**config.mk**
```make
export PLATFORM = sky130hd
export DESIGN_NAME = ib_uart_bridge
export DESIGN_NICKNAME = d
export VERILOG_FILES = /design/src/rtl/ib_uart_bridge.sv
export SDC_FILE = /design/constraint.sdc
export NUM_CORES = 1
export LEC_CHECK = 0
export BUFFER_PORTS_ARGS = -buffer_cell sky130_fd_sc_hd__buf_2
export CAP_MARGIN = 20
export CORE_MARGIN = 2
export CORE_UTILIZATION = 60
export DETAILED_ROUTE_END_ITERATION = 8
export GPL_TIMING_DRIVEN = 1
export PLACE_DENSITY_LB_ADDON = 0.05
export SYNTH_ARGS = -nofsm -noshare
export SYNTH_HDL_FRONTEND = slang
export SYNTH_SLANG_ARGS = --single-unit
```
**constraint.sdc**
```tcl
create_clock -name i_clk -period 5 [get_ports i_clk]
set_input_delay 0.5 -clock i_clk [delete_from_list [all_inputs] [get_ports i_clk]]
set_output_delay 0.5 -clock i_clk [all_outputs]
set_load 0.1 [all_outputs]
```
**src/rtl/ib_uart_bridge.sv**
```systemverilog
// rtl/ib_uart_bridge.sv - host UART <-> IB expander byte bridge with one FIFO per direction
// Four-phase expander handshakes; all asynchronous inputs pass through 2-flop synchronisers.

module ib_uart_bridge_fifo #(
  parameter int DEPTH = 4,
  parameter int W     = 8
) (
  input  logic         i_clk,
  input  logic         i_rst_n,
  input  logic         i_push,
  input  logic [W-1:0] i_wdata,
  input  logic         i_pop,
  output logic [W-1:0] o_rdata,
  output logic         o_full,
  output logic         o_empty
);
  localparam int AW = $clog2(DEPTH);

  logic [AW:0]  r_wptr, r_rptr;
  logic [W-1:0] r_mem [DEPTH];
  logic         w_do_push, w_do_pop;

  assign o_empty   = (r_wptr == r_rptr);
  assign o_full    = (r_wptr[AW] != r_rptr[AW]) && (r_wptr[AW-1:0] == r_rptr[AW-1:0]);
  assign w_do_pop  = i_pop && !o_empty;
  // a push into a full FIFO is taken only when the head leaves in the same cycle
  assign w_do_push = i_push && (!o_full || w_do_pop);
  assign o_rdata   = r_mem[r_rptr[AW-1:0]];

  always_ff @(posedge i_clk) begin
    if (!i_rst_n) begin
      r_wptr <= '0;
      r_rptr <= '0;
    end else begin
      if (w_do_push) r_wptr <= r_wptr + 1'b1;
      if (w_do_pop)  r_rptr <= r_rptr + 1'b1;
    end
  end

  always_ff @(posedge i_clk) begin
    if (w_do_push) r_mem[r_wptr[AW-1:0]] <= i_wdata;
  end
endmodule

module ib_uart_bridge #(
  parameter int CLKS_PER_BIT = 833,
  parameter int FIFO_DEPTH   = 4
) (
  input  logic       i_clk,
  input  logic       i_rst_n,
  input  logic       i_uart_rx,
  output logic       o_uart_tx,
  output logic [7:0] o_tx_data,
  output logic       o_tx_data_available,
  input  logic       i_tx_data_ack_n,
  input  logic [7:0] i_rx_data,
  input  logic       i_rx_data_available,
  output logic       o_tx_ack,
  output logic       o_rx_overrun,
  output logic       o_frame_err
);
  localparam int CW = $clog2(CLKS_PER_BIT);
  localparam logic [CW-1:0] LP_BIT_LAST  = CW'(CLKS_PER_BIT - 1);
  localparam logic [CW-1:0] LP_HALF_LAST = CW'(CLKS_PER_BIT / 2 - 1);

  typedef enum logic [1:0] {U_IDLE, U_START, U_DATA, U_STOP} uart_state_t;
  typedef enum logic [1:0] {F_OFFER, F_WAIT_ACK, F_WAIT_REL} feed_state_t;
  typedef enum logic {C_IDLE, C_ACKED} coll_state_t;

  logic r_rx_meta, r_rx_sync, r_rx_prev;
  logic r_ack_meta, r_ack_sync, r_avail_meta, r_avail_sync;

  uart_state_t r_rx_state, r_tx_state;
  feed_state_t r_feed_state;
  coll_state_t r_coll_state;
  logic [CW-1:0] r_rx_cnt, r_tx_cnt;
  logic [2:0]    r_rx_bit, r_tx_bit;
  logic [7:0]    r_rx_shift, r_tx_shift;

  logic       w_h2m_push, w_h2m_pop, w_h2m_full, w_h2m_empty;
  logic       w_m2h_push, w_m2h_pop, w_m2h_full, w_m2h_empty, w_tx_done;
  logic [7:0] w_h2m_rdata, w_m2h_rdata;

  always_ff @(posedge i_clk) begin
    if (!i_rst_n) begin
      {r_rx_meta, r_rx_sync, r_rx_prev} <= 3'b111;
      {r_ack_meta, r_ack_sync}          <= 2'b11;
      {r_avail_meta, r_avail_sync}      <= 2'b00;
    end else begin
      {r_rx_meta, r_rx_sync, r_rx_prev} <= {i_uart_rx, r_rx_meta, r_rx_sync};
      {r_ack_meta, r_ack_sync}          <= {i_tx_data_ack_n, r_ack_meta};
      {r_avail_meta, r_avail_sync}      <= {i_rx_data_available, r_avail_meta};
    end
  end

  assign w_h2m_push = (r_rx_state == U_STOP) && (r_rx_cnt == LP_BIT_LAST) && r_rx_sync;
  assign w_h2m_pop  = (r_feed_state == F_OFFER) && !w_h2m_empty;

  ib_uart_bridge_fifo #(.DEPTH(FIFO_DEPTH), .W(8)) u_h2m (
    .i_clk(i_clk), .i_rst_n(i_rst_n), .i_push(w_h2m_push), .i_wdata(r_rx_shift),
    .i_pop(w_h2m_pop), .o_rdata(w_h2m_rdata), .o_full(w_h2m_full), .o_empty(w_h2m_empty)
  );

  always_ff @(posedge i_clk) begin
    if (!i_rst_n) begin
      r_rx_state   <= U_IDLE;
      r_rx_cnt     <= '0;
      r_rx_bit     <= '0;
      r_rx_shift   <= '0;
      o_rx_overrun <= 1'b0;
      o_frame_err  <= 1'b0;
    end else begin
      o_frame_err <= 1'b0;
      case (r_rx_state)
        U_IDLE: if (r_rx_prev && !r_rx_sync) begin
          r_rx_state <= U_START;
          r_rx_cnt   <= '0;
        end
        U_START: if (r_rx_cnt == LP_HALF_LAST) begin
          r_rx_cnt   <= '0;
          r_rx_bit   <= '0;
          r_rx_state <= r_rx_sync ? U_IDLE : U_DATA;
        end else r_rx_cnt <= r_rx_cnt + 1'b1;
        U_DATA: if (r_rx_cnt == LP_BIT_LAST) begin
          r_rx_cnt   <= '0;
          r_rx_shift <= {r_rx_sync, r_rx_shift[7:1]};
          r_rx_bit   <= r_rx_bit + 3'd1;
          if (r_rx_bit == 3'd7) r_rx_state <= U_STOP;
        end else r_rx_cnt <= r_rx_cnt + 1'b1;
        U_STOP: if (r_rx_cnt == LP_BIT_LAST) begin
          r_rx_cnt   <= '0;
          r_rx_state <= U_IDLE;
          if (!r_rx_sync) o_frame_err <= 1'b1;
          else if (w_h2m_full && !w_h2m_pop) o_rx_overrun <= 1'b1;
        end else r_rx_cnt <= r_rx_cnt + 1'b1;
        default: r_rx_state <= U_IDLE;
      endcase
    end
  end

  always_ff @(posedge i_clk) begin
    if (!i_rst_n) begin
      r_feed_state        <= F_OFFER;
      o_tx_data           <= 8'hFF;
      o_tx_data_available <= 1'b0;
    end else begin
      case (r_feed_state)
        F_OFFER: if (!w_h2m_empty) begin
          o_tx_data           <= w_h2m_rdata;
          o_tx_data_available <= 1'b1;
          r_feed_state        <= F_WAIT_ACK;
        end
        F_WAIT_ACK: if (!r_ack_sync) begin
          o_tx_data_available <= 1'b0;
          r_feed_state        <= F_WAIT_REL;
        end
        F_WAIT_REL: if (r_ack_sync) r_feed_state <= F_OFFER;
        default: r_feed_state <= F_OFFER;
      endcase
    end
  end

  // withholding tx_ack while full stalls the meter instead of losing its byte
  assign w_m2h_push = (r_coll_state == C_IDLE) && r_avail_sync && !w_m2h_full;
  assign w_tx_done  = (r_tx_state == U_STOP) && (r_tx_cnt == LP_BIT_LAST);
  assign w_m2h_pop  = ((r_tx_state == U_IDLE) || w_tx_done) && !w_m2h_empty;

  ib_uart_bridge_fifo #(.DEPTH(FIFO_DEPTH), .W(8)) u_m2h (
    .i_clk(i_clk), .i_rst_n(i_rst_n), .i_push(w_m2h_push), .i_wdata(i_rx_data),
    .i_pop(w_m2h_pop), .o_rdata(w_m2h_rdata), .o_full(w_m2h_full), .o_empty(w_m2h_empty)
  );

  always_ff @(posedge i_clk) begin
    if (!i_rst_n) begin
      r_coll_state <= C_IDLE;
      o_tx_ack     <= 1'b0;
    end else begin
      case (r_coll_state)
        C_IDLE: if (w_m2h_push) begin
          o_tx_ack     <= 1'b1;
          r_coll_state <= C_ACKED;
        end
        C_ACKED: if (!r_avail_sync) begin
          o_tx_ack     <= 1'b0;
          r_coll_state <= C_IDLE;
        end
        default: r_coll_state <= C_IDLE;
      endcase
    end
  end

  // popping at the end of the stop bit chains frames with no idle gap
  always_ff @(posedge i_clk) begin
    if (!i_rst_n) begin
      r_tx_state <= U_IDLE;
      r_tx_cnt   <= '0;
      r_tx_bit   <= '0;
      r_tx_shift <= '0;
      o_uart_tx  <= 1'b1;
    end else if (w_m2h_pop) begin
      r_tx_shift <= w_m2h_rdata;
      r_tx_cnt   <= '0;
      r_tx_state <= U_START;
      o_uart_tx  <= 1'b0;
    end else begin
      case (r_tx_state)
        U_IDLE: r_tx_cnt <= '0;
        U_START: if (r_tx_cnt == LP_BIT_LAST) begin
          r_tx_cnt   <= '0;
          r_tx_bit   <= '0;
          o_uart_tx  <= r_tx_shift[0];
          r_tx_shift <= {1'b0, r_tx_shift[7:1]};
          r_tx_state <= U_DATA;
        end else r_tx_cnt <= r_tx_cnt + 1'b1;
        U_DATA: if (r_tx_cnt == LP_BIT_LAST) begin
          r_tx_cnt <= '0;
          if (r_tx_bit == 3'd7) begin
            o_uart_tx  <= 1'b1;
            r_tx_state <= U_STOP;
          end else begin
            o_uart_tx  <= r_tx_shift[0];
            r_tx_shift <= {1'b0, r_tx_shift[7:1]};
            r_tx_bit   <= r_tx_bit + 3'd1;
          end
        end else r_tx_cnt <= r_tx_cnt + 1'b1;
        U_STOP: if (r_tx_cnt == LP_BIT_LAST) r_tx_state <= U_IDLE;
                else r_tx_cnt <= r_tx_cnt + 1'b1;
        default: r_tx_state <= U_IDLE;
      endcase
    end
  end
endmodule

```
==> results of run 1 <==
==> final cells by class <==
class,instances,area share [%]
sequential,147,49.3
multi-input combinational,354,37.3
clock buffer,23,6.59
tap,140,2.41
timing repair buffer,26,1.82
clock inverter,9,1.41
inverter,23,1.19
==> final timing paths <==
kind,from,to,slack (ns),depth (start not counted)
max,r_tx_cnt[0]$_SDFFE_PP0N_,r_tx_shift[2]$_SDFFE_PN0P_,2.55,6
min,i_uart_rx,r_rx_meta$_SDFF_PN1_,0.16,2
max reg2reg,r_tx_cnt[0]$_SDFFE_PP0N_,r_tx_shift[2]$_SDFFE_PN0P_,2.55,6
min reg2reg,r_rx_meta$_SDFF_PN1_,r_rx_sync$_SDFF_PN1_,0.43,1
==> routing by layer <==
metal	wire, um	track usage (%)	vias up
li1	-	-	2117
met5	0	0	-
met4	137	9.34	0
met1	5660	29.9	2101
met2	5700	34.3	73
met3	385	5.61	12
==> synth_stat cells, types with 6 or more instances <==
cell	number
sky130_fd_sc_hd__a21oi_1	28
sky130_fd_sc_hd__a311oi_2	7
sky130_fd_sc_hd__and2_1	11
sky130_fd_sc_hd__buf_2	9
sky130_fd_sc_hd__clkbuf_1	13
sky130_fd_sc_hd__dfxtp_1	83
sky130_fd_sc_hd__edfxtp_1	64
sky130_fd_sc_hd__ha_1	23
sky130_fd_sc_hd__inv_1	23
sky130_fd_sc_hd__mux2i_1	12
sky130_fd_sc_hd__mux4_2	16
sky130_fd_sc_hd__nand2_1	33
sky130_fd_sc_hd__nand2b_1	9
sky130_fd_sc_hd__nand3_1	28
sky130_fd_sc_hd__nand4_1	6
sky130_fd_sc_hd__nor2_1	16
sky130_fd_sc_hd__nor3_1	28
sky130_fd_sc_hd__o21ai_0	24
sky130_fd_sc_hd__xnor2_1	15
==> sequential cells by signal, summed over array words and instances (netlist names), 2 cells and up, named ones only <==
| name | cells |
|---|---|
| u_h2m.r_wptr | 3 |
| r_tx_cnt | 10 |
| r_rx_cnt | 10 |
| u_h2m.r_mem | 32 |
| u_h2m.r_rptr | 3 |
| r_feed_state | 2 |
| u_m2h.r_mem | 32 |
| r_tx_bit | 3 |
| o_tx_data | 8 |
| r_rx_shift | 8 |
| u_m2h.r_wptr | 3 |
| r_rx_bit | 3 |
| r_tx_shift | 8 |
| r_tx_state | 2 |
| u_m2h.r_rptr | 3 |
==> logic make-up (layout without fill, tap and decap cells) <==
kind of cell / count (synthesis) / after routing / synth area share (%)
AO/OA/AOI/OAI: 115 / 115 / 13.0
XOR/XNOR: 19 / 19 / 2.55
adder cells (fa/ha/maj): 23 / 23 / 4.41
buffers and inverters: 51 / 81 / 3.53
flip-flops: 147 / 147 / 54.9
multiplexers: 28 / 28 / 7.36
AND/OR/NAND/NOR: 169 / 169 / 14.2
==> worst max-delay path: cells and delay by family, from the launching register on <==
family,cells,cell delay [ns]
and+or+nand+nor,2,0.82
AOI/OAI and AO/OA,2,0.81
DFF,1,0.40
adders and majority gates,1,0.20
buffers and inverters,1,0.07
==> power by group through the flow <==
stage	combinational (mW)	sequential (mW)	clock [mW]
after floorplan	0.518	1.56	0
after global placement	0.727	1.44	0
after detailed placement	0.739	1.44	0
after CTS	0.741	1.42	1.25
after global routing	0.803	1.43	1.30
final	0.738	1.42	1.23
==> placed cells by master, fill, tap and decap left out, drive strengths merged, types with 23 or more instances in the layout <==
cell type | netlist | layout
nand2 | 33 | 33
edfxtp | 64 | 64
ha | 23 | 23
clkbuf | 14 | 23
nand3 | 28 | 28
dfxtp | 83 | 83
o21ai | 26 | 26
nor3 | 29 | 29
buf | 14 | 26
a21oi | 28 | 28
inv | 23 | 23
==> stage by stage <==
stage / area (um^2) / std cells / utilization, % / setup slack [ns]
floorplan: 6530 / 552 / - / 3.20
global placement: 6690 / 690 / 62.3 / 2.59
detailed placement: 6690 / 690 / 62.3 / 2.48
CTS: 7270 / 722 / 67.7 / 2.52
global route: 7270 / 722 / 67.7 / 2.29
finish: 7270 / 722 / 67.7 / 2.55
==> impl_metrics.tcl, run 1 <==
set metrics [dict create \
    gp_routability_congestion 0.812 \
    pwr_density_cell_mw_per_mm2 465 \
    number_of_top_level_pins 26 \
    seq_pwr_share_pct 41.9 \
    critPathLaunchType "flop" \
    finalWorstPathRequiredPeriod_ns 2.45 \
    grt_pass1_vias 4128 \
    detail_route.iter0.violations 375 \
    cts_tree "yes" \
    timing.fmax_ghz 0.407 \
    share_comb_of_total_power_pct 21.8 \
    post_synthesis_average_cell_area_um2 11.8 \
    fin_worst_hold_slack_ns 0.161 \
    hp-class "input pin to flop" \
    buffer_ports.inserted 25 \
    synth-seq-cells 147 \
    antenna_diode_instance_count 0 \
    worst_slew_pin_slew_ns 1.01 \
    total_track_usage_pct 22.2 \
    post-dp-hpwl_mm 7.69 \
    final-hold-violation-count 0 \
    synthDistinctLibCells 69 \
    synth_cells 552 \
    grt_antenna_before_repair 0 \
    relSlewSlack_pct 32.6 \
    status "finished clean" \
    clock_sink_count 147 \
    hold_buffers 0 \
    drcViolationCount 0 \
    mappedNetlistArea_mm2 0.00653 \
    grt_overflow 0 \
    internal_pwr_total_mw 2.34 \
    crit_path_top_delay_cell "sky130_fd_sc_hd__a41oi_2" \
    grt_setup_unrepaired "false" \
    core-area_mm2 0.0107 \
    yosysWarningCount 0 \
    mappedNetlistNets 588 \
    finClkSkew_ns 0.00850 \
    leading_area_contributor_after_synthesis "sky130_fd_sc_hd__edfxtp_1" \
    grt_start_max_net_pins 44 \
    clock_power_share_pct 36.3 \
    cts.root.buffer_cell "sky130_fd_sc_hd__clkbuf_8" \
    final_max_slew_viol_count 0 \
    grt_pass1_wl_mm 19.9 \
    synthArstFlopShare_pct 0 \
    cts.reportedPaths.clkPinSlew_ns 0.06 \
    maxCapViolCount 0 \
    start_util_pct 60.7 \
    finalPower_mw 3.38 \
    switching_share_pct 30.7 \
    fillCellCount 803 \
    netlist_top_cells_area "sky130_fd_sc_hd__edfxtp_1 (29%), sky130_fd_sc_hd__dfxtp_1 (25%), sky130_fd_sc_hd__mux4_2 (5.5%)" \
    synth_ff_type "sky130_fd_sc_hd__dfxtp_1" \
    layout.area.seq_mm2 0.00358 \
    layout-drive-gt1-share_pct 16.2 \
    peak_per_stage_delay_on_the_critical_path_ns 0.63 \
    worst_setup_ep_type "flop" \
    chipHeight_um 108 \
    post_cts_resize_count 0 \
    p_switching_mw 1.04 \
    setup-tns-final_ns 0 \
    net_count_reported_at_finish 605 \
    number_of_clock_buffers_inserted_by_tritoncts 17 \
    critical_path.cell_chain "inv_1, ha_1, and4b_1, a41oi_2, or2_1, a311oi_2" \
    fp-row-count 38 \
    finalSetupViolCount 0 \
    post_cts_setup_buffer_count 0 \
    fp.dieArea_mm2 0.0117 \
    clk-insertion-delay-late_ns 0.53 \
    path_max_fanout 15 \
    avgRoutedWirePerCell_um 16.5 \
    final.period_utilization_pct 49.1 \
    htree_levels 4 \
    netlist.area_leader.share_pct 29.4 \
    drt-total-wl_mm 11.9 \
    first_pass_iters 6 \
    detail-route-antenna-nets 0 \
    cp.arrival_ns 2.83 \
    growth_of_design_area_from_synthesis_to_finish_pct 11.4 \
    multi_input_comb_area_mm2 0.00271 \
    irDropWorstVdd_v 0.000392 \
    total_leakage_power_nw 2.45 \
    routed-via-count 4303 \
    clock_tree.buffer_depth 2 \
    count_of_flip_flops_with_a_built_in_enable_after_synthesis 64 \
    synth_sequential_area_ratio_pct 54.9 \
    worst_setup_path_category "flop to flop" \
    post_drt_via_cell_ratio 5.96 \
    die_extent_in_x_um 108 \
    required_time_at_the_worst_slack_endpoint_ns 5.38 \
]
Note: power is estimated with default switching activity, not from simulation.
==> run 2: changes to the inputs <==
--- a/config.mk
+++ b/config.mk
@@ -8,7 +8,7 @@
 export BUFFER_PORTS_ARGS = -buffer_cell sky130_fd_sc_hd__buf_2
 export CAP_MARGIN = 20
 export CORE_MARGIN = 2
-export CORE_UTILIZATION = 60
+export CORE_UTILIZATION = 55
 export DETAILED_ROUTE_END_ITERATION = 8
 export GPL_TIMING_DRIVEN = 1
 export PLACE_DENSITY_LB_ADDON = 0.05
==> constraint.sdc (replaced) <==
create_clock -name i_clk -period 1.97 [get_ports i_clk]
set_input_delay 0.197 -clock i_clk [delete_from_list [all_inputs] [get_ports i_clk]]
set_output_delay 0.197 -clock i_clk [all_outputs]
set_load 0.1 [all_outputs]
==> impl_metrics.tcl, run 2 (same netlist as run 1, synthesis figures left out) <==
set metrics [dict create \
    holdPathEnd "o_tx_data[1]$_SDFFE_PN1P_" \
    total_leakage_power_nw 2.73 \
    finalSetupViolCount 0 \
    critPathLaunchType "flop" \
    gp_routability_congestion 0.843 \
    timing.fmax_ghz 0.538 \
    number_of_top_level_pins 26 \
    post_drt_via_cell_ratio 5.79 \
    cts_tree "yes" \
    htree_levels 4 \
    fp-row-count 39 \
    routed-via-count 4508 \
    cts.reportedPaths.clkPinSlew_ns 0.06 \
    clk-insertion-delay-late_ns 0.42 \
    avgRoutedWirePerCell_um 16.3 \
    buffer_ports.inserted 25 \
    drt-total-wl_mm 12.7 \
    chipHeight_um 113 \
    required_time_at_the_worst_slack_endpoint_ns 2.31 \
    fin_worst_hold_slack_ns 0.200 \
    first_pass_iters 6 \
    internal_pwr_total_mw 5.87 \
    min_path_cells 3 \
    holdCritStartpoint "i_rst_n" \
    status "finished with violations" \
    maxCapViolCount 0 \
    number_of_clock_buffers_inserted_by_tritoncts 17 \
    clock_power_share_pct 33.9 \
    growth_of_design_area_from_synthesis_to_finish_pct 18.6 \
    finalPower_mw 8.65 \
    layout-drive-gt1-share_pct 23.3 \
    seq_pwr_share_pct 40.6 \
    worst_setup_path_category "flop to flop" \
    worstReg2RegStart "r_tx_cnt[0]$_SDFFE_PP0N_" \
    path_max_fanout 10 \
    drcViolationCount 4 \
    antenna_diode_instance_count 0 \
    switching_share_pct 32.2 \
    final_common_cell "sky130_fd_sc_hd__dfxtp_1" \
    finClkSkew_ns 0.00656 \
    most-common-layout-cells "sky130_fd_sc_hd__dfxtp_1 (82), sky130_fd_sc_hd__edfxtp_1 (64), sky130_fd_sc_hd__buf_4 (41)" \
    r2r_slack_ns 0.11 \
    start_util_pct 56.7 \
    grt_setup_unrepaired "false" \
    finalWorstPathRequiredPeriod_ns 1.86 \
    grt_start_max_net_pins 25 \
    clock_tree.buffer_depth 2 \
    cp.arrival_ns 2.20 \
    hp-class "input pin to flop" \
    irDropWorstVdd_v 0.00116 \
    detail-route-antenna-nets 0 \
    post-dp-hpwl_mm 8.72 \
    worstRegToRegCells 7 \
    worst_setup_ep_type "flop" \
    grt_overflow 0 \
    grt_pass1_vias 4396 \
    pwr_density_cell_mw_per_mm2 1120 \
    share_comb_of_total_power_pct 25.5 \
    final-hold-violation-count 0 \
    die_extent_in_x_um 113 \
    grt_antenna_before_repair 0 \
    post_cts_setup_buffer_count 0 \
    final_max_slew_viol_count 0 \
    cts.root.buffer_cell "sky130_fd_sc_hd__clkbuf_16" \
    regToRegEndpoint "r_tx_shift[7]$_SDFFE_PN0P_" \
    core-area_mm2 0.0115 \
    detail_route.iter0.violations 274 \
    net_count_reported_at_finish 659 \
    clock_sink_count 147 \
    fillCellCount 898 \
    violations "design-rule violations" \
    relSlewSlack_pct 66.6 \
    final.period_utilization_pct 94.3 \
    p_switching_mw 2.78 \
    worst_slew_pin_slew_ns 0.501 \
    grt_pass1_wl_mm 21.7 \
    total_track_usage_pct 21.6 \
    fp.dieArea_mm2 0.0128 \
]
[run 2: routing by layer]
metal	vias to the layer above	routed length (um)	GRT usage, %	share of wire [%]
met5	-	0	0	0
met4	0	150	7.15	1.2
met3	11	441	6.05	3.5
met2	75	5840	33.4	46
met1	2191	6260	29.7	49
li1	2231	-	-	-
[run 2: stage by stage]
step                      instance area (um^2)  TNS, ns  worst slack [ns]  cells  util (%)
final                                     7740        0             0.113    779      67.2
after global routing                      7740        0            0.0126    779      67.2
after CTS                                 7700        0           0.00303    779      66.8
after detailed placement                  7040   -0.324           -0.0652    736      61.1
after global placement                    7040        0            0.0737    736      61.1
after floorplan                           6530        0             0.172    552         -
[run 2: critical path: stages, from the launching register on]
cell                      delay (ns)
sky130_fd_sc_hd__dfxtp_2        0.37
sky130_fd_sc_hd__inv_1          0.05
sky130_fd_sc_hd__ha_1           0.20
sky130_fd_sc_hd__and4b_1        0.23
sky130_fd_sc_hd__a41oi_2        0.32
sky130_fd_sc_hd__or2_1          0.25
sky130_fd_sc_hd__buf_12         0.17
sky130_fd_sc_hd__mux2i_1        0.19
[run 2: how the worst max path moves through the flow]
stage                     slack, ns                      from                         end
after floorplan                0.17  r_tx_cnt[0]$_SDFFE_PP0N_    r_tx_bit[0]$_SDFFE_PN0P_
after CTS                     0.003  r_tx_cnt[0]$_SDFFE_PP0N_  r_tx_shift[2]$_SDFFE_PN0P_
after global routing           0.01  r_tx_cnt[1]$_SDFFE_PP0N_  r_tx_shift[7]$_SDFFE_PN0P_
after detailed placement      -0.07  r_tx_cnt[0]$_SDFFE_PP0N_    r_tx_cnt[3]$_SDFFE_PP0N_
after global placement         0.07  r_tx_cnt[0]$_SDFFE_PP0N_    r_tx_cnt[5]$_SDFFE_PP0N_
final                          0.11  r_tx_cnt[0]$_SDFFE_PP0N_  r_tx_shift[7]$_SDFFE_PN0P_
[run 2: power groups by stage]
stage	combinational [mW]	sequential [mW]	clock [mW]
global placement	2.11	3.57	0
floorplan	1.31	3.96	0
finish	2.21	3.51	2.93
CTS	2.17	3.51	2.99
detailed placement	2.14	3.57	0
global route	2.37	3.54	3.13
[run 2: timing repair]
item | in CTS | in global routing
gates cloned | 0 | 0
setup endpoints to repair | 9 | 47
hold endpoints to repair | 35 | 0
gates resized for setup | 1 | 12
hold buffers | 11 | 0
[run 2: final cells by class]
cell class                 count  area [um^2]  area share (%)
timing repair buffer          80          594            7.68
multi-input combinational    354         2750            35.6
sequential                   147         3580            46.3
inverter                      23         86.3            1.12
clock inverter                11         81.3            1.05
clock buffer                  21          460            5.95
tap                          143          179            2.31
==> run 3: changes to the inputs <==
--- a/config.mk
+++ b/config.mk
@@ -8,7 +8,7 @@
 export BUFFER_PORTS_ARGS = -buffer_cell sky130_fd_sc_hd__buf_2
 export CAP_MARGIN = 20
 export CORE_MARGIN = 2
-export CORE_UTILIZATION = 55
+export CORE_UTILIZATION = 45
 export DETAILED_ROUTE_END_ITERATION = 8
 export GPL_TIMING_DRIVEN = 1
 export PLACE_DENSITY_LB_ADDON = 0.05
==> impl_metrics.tcl, run 3 (same netlist as run 1, synthesis figures left out) <==
set metrics [dict create \
    drt-total-wl_mm 13.1 \
    clk-insertion-delay-late_ns 0.42 \
    fp-row-count 44 \
    maxCapViolCount 0 \
    peak_per_stage_delay_on_the_critical_path_ns 0.34 \
    final_max_slew_viol_count 0 \
    detail-route-antenna-nets 0 \
    hp-class "input pin to flop" \
    avgRoutedWirePerCell_um 16.0 \
    required_time_at_the_worst_slack_endpoint_ns 2.31 \
    crit_path_top_delay_cell "sky130_fd_sc_hd__dfxtp_1" \
    start_util_pct 45.4 \
    post-dp-hpwl_mm 8.99 \
    critical_path_buf_inv_count 3 \
    buffer_ports.inserted 25 \
    placement.cell_area_mm2 0.00711 \
    antenna_diode_instance_count 0 \
    final_common_cell "sky130_fd_sc_hd__dfxtp_1" \
    total_track_usage_pct 17.9 \
    drcViolationCount 0 \
    total_leakage_power_nw 2.75 \
    most-common-layout-cells "sky130_fd_sc_hd__dfxtp_1 (83), sky130_fd_sc_hd__edfxtp_1 (64), sky130_fd_sc_hd__buf_4 (45)" \
    htree_levels 4 \
    cts.reportedPaths.clkPinSlew_ns 0.06 \
    number_of_top_level_pins 26 \
    irDropWorstVdd_v 0.000642 \
    grt_overflow 0 \
    gp_routability_congestion 0.784 \
    instance_count_after_placement_with_tap_cells_included 779 \
    clock_tree.buffer_depth 2 \
    worst_setup_ep_type "flop" \
    post_drt_via_cell_ratio 5.39 \
    cts_tree "yes" \
    final-hold-violation-count 0 \
    chipHeight_um 124 \
    layout-drive-gt1-share_pct 23.5 \
    finalSetupViolCount 0 \
    final.period_utilization_pct 94.1 \
    utilization_after_layout_pct 54.7 \
    routed-via-count 4435 \
    setup-tns-final_ns 0 \
    post_layout_nonfiller_instances 823 \
    cp.arrival_ns 2.19 \
    net_count_reported_at_finish 662 \
    finish.instance_area_mm2 0.00786 \
    grt_setup_unrepaired "false" \
    worst_setup_path_category "flop to flop" \
    relSlewSlack_pct 66.6 \
    pwr_density_cell_mw_per_mm2 1140 \
    clock_sink_count 147 \
    grt_start_max_net_pins 29 \
    finalPower_mw 8.97 \
    die_extent_in_x_um 124 \
    core-area_mm2 0.0144 \
    critPathLaunchType "flop" \
    first_pass_iters 4 \
    growth_of_design_area_from_synthesis_to_finish_pct 20.4 \
    preCtsSetupSlack_ns -0.0262 \
    worst_slew_pin_slew_ns 0.502 \
    critical_path.cell_chain "inv_1, ha_1, and4b_1, a41oi_2, buf_12, or2_1, buf_4, a311oi_2" \
    timing.fmax_ghz 0.539 \
    grt_antenna_before_repair 0 \
    grt_pass1_vias 4416 \
    timing.critical_path.max_delay_family "buffers and inverters" \
    finalWorstPathRequiredPeriod_ns 1.85 \
    detail_route.iter0.violations 227 \
    grt_pass1_wl_mm 22.2 \
    path_max_fanout 11 \
    layout_setup_ws_ns 0.116 \
    cts.root.buffer_cell "sky130_fd_sc_hd__clkbuf_16" \
    fp.dieArea_mm2 0.0155 \
    number_of_clock_buffers_inserted_by_tritoncts 17 \
    status "finished clean" \
    fin_worst_hold_slack_ns 0.0272 \
    finClkSkew_ns 0.00564 \
]
[run 3: cell types whose count changed in the layout (fill, tap and decap cells not counted), sizes merged]
cell / delta
inv: +5
clkbuf: -4
buf: +3
bufinv: +2
clkinv: -3
[run 3: layer usage]
metal / global-route usage [%] / vias up / part of all wire [%]
met5: 0 / - / 0
met4: 7.60 / 0 / 1.9
met3: 3.82 / 22 / 2.7
met2: 27.2 / 64 / 45
met1: 24.9 / 2118 / 50
li1: - / 2231 / -
[run 3: final timing paths]
kind                                          startpoint                          to  slack [ns]  depth (start not counted)
worst max-delay path            r_tx_cnt[1]$_SDFFE_PP0N_  r_tx_shift[4]$_SDFFE_PN0P_        0.12                          8
worst min-delay path                             i_rst_n      o_uart_tx$_SDFFE_PN1P_        0.03                          2
worst max register to register  r_tx_cnt[1]$_SDFFE_PP0N_  r_tx_shift[4]$_SDFFE_PN0P_        0.12                          8
worst min register to register     r_ack_meta$_SDFF_PN1_       r_ack_sync$_SDFF_PN1_        0.41                          1
[run 3: repair_timing]
action,in CTS,in global routing
endpoints found under the setup margin,16,29
endpoints found under the hold margin,35,0
hold buffers,11,0
buffers inserted,0,1
gates resized for setup,2,6
pin swaps,0,1
[run 3: power breakdown]
| part | total [mW] | internal (mW) | switching [mW] |
|---|---|---|---|
| combinational | 2.23 | 0.822 | 1.41 |
| sequential | 3.51 | 3.38 | 0.127 |
| clock | 3.23 | 1.90 | 1.34 |
| total | 8.97 | 6.10 | 2.87 |
[run 3: cell type report]
type                       instances  area (um^2)
tap                              184          230
clock inverter                    15          170
multi-input combinational        354         2750
inverter                          23         86.3
fill                            1219         6510
sequential                       147         3580
timing repair buffer              83          613
clock buffer                      17          425
